--- src/rtl/alu_input_ctrl.sv ---
//============================================================================
// alu_input_ctrl : debounced key/switch front end that assembles an ALU
// operand/opcode set and hands it downstream with a valid/ready handshake.
// Optional repeat-issue on KEY[2]: define ALU_INPUT_REPEAT_EN.
// Revision: 1.0
//============================================================================
`default_nettype none

module alu_input_ctrl #(
    parameter int DB_CYCLES = 50000
) (
    input  logic        CLK,
    input  logic        nRST,
    input  logic [3:0]  KEY,
    input  logic [17:0] SW,
    output logic [31:0] porta,
    output logic [31:0] portb,
    output logic [3:0]  ALUOP,
    output logic        op_valid,
    input  logic        op_ready,
    output logic [1:0]  stage
);

    localparam int c_CNT_W = $clog2(DB_CYCLES + 1);
    localparam logic [c_CNT_W-1:0] c_DB_LAST = c_CNT_W'(DB_CYCLES - 1);

    typedef enum logic [1:0] {
        S_IDLE  = 2'd0,
        S_GOT_A = 2'd1,
        S_GOT_B = 2'd2,
        S_ISSUE = 2'd3
    } state_t;

    state_t      r_state;
    logic [3:0]  r_key_s1, r_key_s2;
    logic [16:0] r_sw_s1, r_sw_s2;
    logic [3:0]  w_press;
    logic [31:0] w_operand;
    logic        w_win_abort, w_win_k1, w_win_k0;
    logic        w_unused_sw17;

    always_ff @(posedge CLK or negedge nRST) begin
        if (!nRST) begin
            r_key_s1 <= '1;
            r_key_s2 <= '1;
            r_sw_s1  <= '1;
            r_sw_s2  <= '1;
        end else begin
            r_key_s1 <= KEY;
            r_key_s2 <= r_key_s1;
            r_sw_s1  <= SW[16:0];
            r_sw_s2  <= r_sw_s1;
        end
    end

    assign w_unused_sw17 = SW[17];

    // Per-key debounce; a pulse is emitted only when the accepted level falls.
    for (genvar gi = 0; gi < 4; gi++) begin : g_db
        logic [c_CNT_W-1:0] r_cnt;
        logic               r_lvl;
        logic               r_pls;

        always_ff @(posedge CLK or negedge nRST) begin
            if (!nRST) begin
                r_cnt <= '0;
                r_lvl <= 1'b1;
                r_pls <= 1'b0;
            end else begin
                r_pls <= 1'b0;
                if (r_key_s2[gi] == r_lvl) begin
                    r_cnt <= '0;
                end else if (r_cnt == c_DB_LAST) begin
                    r_cnt <= '0;
                    r_lvl <= r_key_s2[gi];
                    r_pls <= r_lvl;
                end else begin
                    r_cnt <= r_cnt + 1'b1;
                end
            end
        end

        assign w_press[gi] = r_pls;
    end

    assign w_operand   = {{15{r_sw_s2[16]}}, r_sw_s2};
    assign w_win_abort = w_press[3];

`ifdef ALU_INPUT_REPEAT_EN
    logic w_win_rep;
    logic r_done;

    assign w_win_rep = w_press[2] & ~w_press[3];
    assign w_win_k1  = w_press[1] & ~w_press[3] & ~w_press[2];
    assign w_win_k0  = w_press[0] & ~w_press[3] & ~w_press[2] & ~w_press[1];

    always_ff @(posedge CLK or negedge nRST) begin
        if (!nRST)
            r_done <= 1'b0;
        else if (r_state == S_ISSUE && op_valid && op_ready)
            r_done <= 1'b1;
    end
`else
    logic w_unused_key2;

    assign w_unused_key2 = w_press[2];
    assign w_win_k1      = w_press[1] & ~w_press[3];
    assign w_win_k0      = w_press[0] & ~w_press[3] & ~w_press[1];
`endif

    always_ff @(posedge CLK or negedge nRST) begin
        if (!nRST) begin
            r_state  <= S_IDLE;
            porta    <= '0;
            portb    <= '0;
            ALUOP    <= '0;
            op_valid <= 1'b0;
        end else begin
            case (r_state)
                S_IDLE: begin
                    if (w_win_abort) begin
                        r_state <= S_IDLE;
`ifdef ALU_INPUT_REPEAT_EN
                    end else if (w_win_rep) begin
                        if (r_done) begin
                            r_state  <= S_ISSUE;
                            op_valid <= 1'b1;
                        end
`endif
                    end else if (w_win_k0) begin
                        porta   <= w_operand;
                        r_state <= S_GOT_A;
                    end
                end
                S_GOT_A: begin
                    if (w_win_abort) begin
                        r_state <= S_IDLE;
                    end else if (w_win_k0) begin
                        portb   <= w_operand;
                        r_state <= S_GOT_B;
                    end
                end
                S_GOT_B: begin
                    if (w_win_abort) begin
                        r_state <= S_IDLE;
                    end else if (w_win_k1) begin
                        ALUOP    <= r_sw_s2[3:0];
                        op_valid <= 1'b1;
                        r_state  <= S_ISSUE;
                    end
                end
                S_ISSUE: begin
                    // Held until accepted; abort has no effect here.
                    if (op_valid && op_ready) begin
                        op_valid <= 1'b0;
                        r_state  <= S_IDLE;
                    end
                end
                default: begin
                    r_state  <= S_IDLE;
                    op_valid <= 1'b0;
                end
            endcase
        end
    end

    assign stage = r_state;

endmodule

`default_nettype wire

--- config.mk ---
export PLATFORM = sky130hd
export DESIGN_NAME = alu_input_ctrl
export DESIGN_NICKNAME = d
export VERILOG_FILES = /design/src/rtl/alu_input_ctrl.sv
export SDC_FILE = /design/constraint.sdc
export NUM_CORES = 1
export LEC_CHECK = 0
export ABC_AREA = 0
export CAP_MARGIN = 40
export CORE_MARGIN = 2
export CORE_UTILIZATION = 23
export DETAILED_ROUTE_END_ITERATION = 7
export DONT_BUFFER_PORTS = 1
export GPL_TIMING_DRIVEN = 0
export PLACE_DENSITY = 0.41
export SKIP_LAST_GASP = 1
export SYNTH_ARGS = -nofsm -noshare
export SYNTH_HDL_FRONTEND = slang
export SYNTH_SLANG_ARGS = --single-unit
export TNS_END_PERCENT = 100
--- constraint.sdc ---
create_clock -name CLK -period 2.6 [get_ports CLK]
set_clock_uncertainty 0.2 [all_clocks]
set_input_delay 0.13 -clock CLK [delete_from_list [all_inputs] [get_ports CLK]]
set_output_delay 0.13 -clock CLK [all_outputs]
set_load 0.02 [all_outputs]
==> impl_metrics.py <==
metrics = {
    "logic_synthesis": {
        "synth_top_area_share_pct": 42.3,
        "synth_area_mm2": 0.00544,
        "synth_nets": 447,
        "syn_avg_cell_area_um2": 13.0,
        "yosys_register_bits": 135,
        "synth_edf_count": 0,
        "async_flop_share_pct": 100,
        "synth_warnings": 0,
        "synthFlopType": "dfrtp_1",
        "yosys-top-cells-area": "dfrtp_1 42%, dfstp_2 21%, mux2_2 8.1%, xnor2_1 6.0%, buf_4 4.3%",
        "syn_inst": 419,
        "ys_types": 39,
        "synth.largest_area_cell": "dfrtp_1",
        "synth-seq-area-share_pct": 63.1,
    },
    "setup_path": {
        "worstPathArrival_ns": 2.38,
        "crit_type": "reg2reg",
        "worstSetupStartpointType": "flip-flop",
        "path_max_fanout": 10,
        "cp-end-kind": "flip-flop",
        "required_ns": 2.69,
    },
    "floorplanning": {
        "die_h_um": 158,
        "die_w_um": 158,
        "initial_core_util_pct": 23.3,
        "ios": 96,
        "core_region_area_mm2": 0.0233,
        "row_count": 56,
        "die_area_mm2": 0.0249,
    },
    "pwr": {
        "leakage_nw": 2.83,
        "power.density_mw_per_mm2": 697,
        "peakVddDrop_uv": 431,
    },
    "global_routing": {
        "grt_pass1_vias": 3341,
        "gr-total-overflow": 0,
        "antenna_found_initial": 0,
        "grt_max_degree": 136,
        "track_usage_pct": 9.24,
        "grt_pass1_wl_um": 17600,
    },
    "final_layout": {
        "area_growth_syn_to_layout_pct": 22.1,
        "finalNetCount": 489,
        "diodes": 0,
        "drive_gt1_share_pct": 33.1,
        "regArea_mm2": 0.00343,
        "post-route-util_pct": 28.5,
        "fin_cells": 793,
        "multi_input_area_mm2": 0.00172,
        "nFillCells": 2390,
    },
    "routing": {
        "routed_wl_um": 10600,
        "drtIter0Drc": 151,
        "vias_per_cell": 4.02,
        "wl_per_cell_um": 13.3,
        "ant_nets": 0,
        "dr.pass1.iters": 4,
        "drc": 0,
        "vias": 3187,
    },
    "clock_tree": {
        "cts_buffers": 17,
        "hold_buffers": 21,
        "htree_num_levels": 4,
        "tritoncts": "built",
        "cts_resized": 0,
        "path_clk_slew_ns": 0.06,
        "clkLatencyLatePin_ns": 0.42,
        "root_buffer": "clkbuf_16",
        "numClockSinks": 135,
        "cts_max_path_buffers": 2,
    },
    "place": {
        "port_buffers": 0,
        "dp_cells": 738,
        "place.gp.congestion": 0.715,
        "dpl_worst_slack_ns": -0.0209,
        "hpwl_um": 6990,
    },
    "outcome": {
        "status": "finished, violations left",
        "violations": "negative hold slack",
    },
    "timing": {
        "hold_viol": 135,
        "post-route-min-period_ns": 2.29,
        "hold_ws_ns": -0.780,
        "drv_slew": 0,
        "maxClockFrequency_mhz": 437,
        "period_share_pct": 87.9,
        "setup_viol": 0,
        "fin_ws_ns": 0.313,
        "worstMarginPinSlew_ns": 0.617,
        "relSlewSlack_pct": 58.9,
        "tns_ns": 0,
        "rsz0062_at_grt": "no",
    },
    "flow_run": {
        "max-cap-violations": 0,
    },
    "worst_hold_path": {
        "min_path_type": "in2async",
    },
}
## flip-flops by register name, indices dropped and copies added (netlist names), 2 cells and up
name / count
g_db.r_cnt: 48
porta: 17
portb: 17
r_sw_s1: 17
r_sw_s2: 17
ALUOP: 4
g_db.r_lvl: 3
g_db.r_pls: 3
r_key_s1: 3
r_key_s2: 3
stage: 2
## metal layers
layer	wire length, um	vias to the layer above	part of all wire (%)	GRT usage, %
met2	4820	81	46	14.2
li1	-	1490	-	-
met5	0	-	0	0
met3	694	12	6.6	3.37
met4	174	0	1.6	4.16
met1	4880	1604	46	11.6
## timing repair
| item | CTS | global route |
|---|---|---|
| setup endpoints to repair | 10 | 9 |
| hold endpoints to repair | 158 | 135 |
| setup buffers | 0 | 2 |
| pin swaps | 1 | 1 |
## through the flow
stage / total power, mW / cell area [um2]
after CTS: 4.73 / 6630
after floorplan: 2.25 / 5440
after global placement: 2.27 / 5840
final: 4.63 / 6650
after global routing: 4.85 / 6650
after detailed placement: 2.27 / 5840
## critical path: stages (launching register included)
cell and delay [ns]:
dfrtp_1 0.66, nor3_1 0.12, nand2_1 0.41, buf_2 0.40, mux2_2 0.38
## path summary, 6_finish.rpt
path	from	end	slack, ns	cells after the start
max	stage[1]	portb[12]	0.31	4
min	nRST	g_db[0].r_cnt[11]	-0.78	0
max reg2reg	stage[1]	portb[12]	0.31	4
min reg2reg	r_sw_s1[15]	r_sw_s2[15]	0.16	0
max in group asynchronous	nRST	g_db[0].r_lvl	2.66	0
min in group CLK	KEY[0]	r_key_s1[0]	0.05	1
## cell families after synthesis
family | count (synthesis) | synth area share (%)
xor gates and xnor gates | 45 | 7.24
DFF | 135 | 63.1
and+or+nand+nor | 143 | 13.9
buffers and inverters | 46 | 5.38
adders and majority gates | 3 | 0.690
muxes | 41 | 8.55
AOI/OAI and AO/OA | 6 | 1.17
## report_power, final
part	switching, mW	internal (mW)	leakage, nW
sequential	0.0252	2.17	1.72
clock	0.949	1.42	0.279
combinational	0.0269	0.0369	0.836
total	1.00	3.63	2.83
## final cells by class
class	count	share of cell area [%]
Sequential cell	135	51.6
Tap cell	319	6.01
Clock inverter	13	2.20
Clock buffer	19	6.51
Inverter	9	0.508
Timing Repair Buffer	23	3.39
Multi-Input combinational cell	238	25.8
Buffer	37	3.90
## cells in the final DEF, fill, tap and decap left out, types with 2 or more instances in the layout
cell,n
and3_1,4
buf_2,3
buf_4,33
bufinv_16,2
clkbuf_1,5
clkbuf_16,17
clkinv_2,2
clkinv_4,3
clkinvlp_4,2
dfrtp_1,92
dfstp_2,43
dlygate4sd3_1,21
ha_1,3
inv_1,9
inv_6,4
mux2_2,39
nand2_1,12
nand2b_1,2
nand3_1,19
nand4_1,11
nand4bb_1,2
nor2_1,55
nor3_1,11
nor3b_1,3
nor4_1,11
nor4bb_1,2
or4_4,2
xnor2_1,37
xor2_1,8
## Yosys cell counts (all sizes together) (8+ instances only)
cell type / number
nor3: 11
inv: 9
buf: 34
dfstp: 43
xnor2: 37
nand2: 13
nor2: 55
nand4: 11
nor4: 12
mux2: 41
nand3: 19
xor2: 8
dfrtp: 92
No activity file was read; power rests on OpenSTA's default activity.
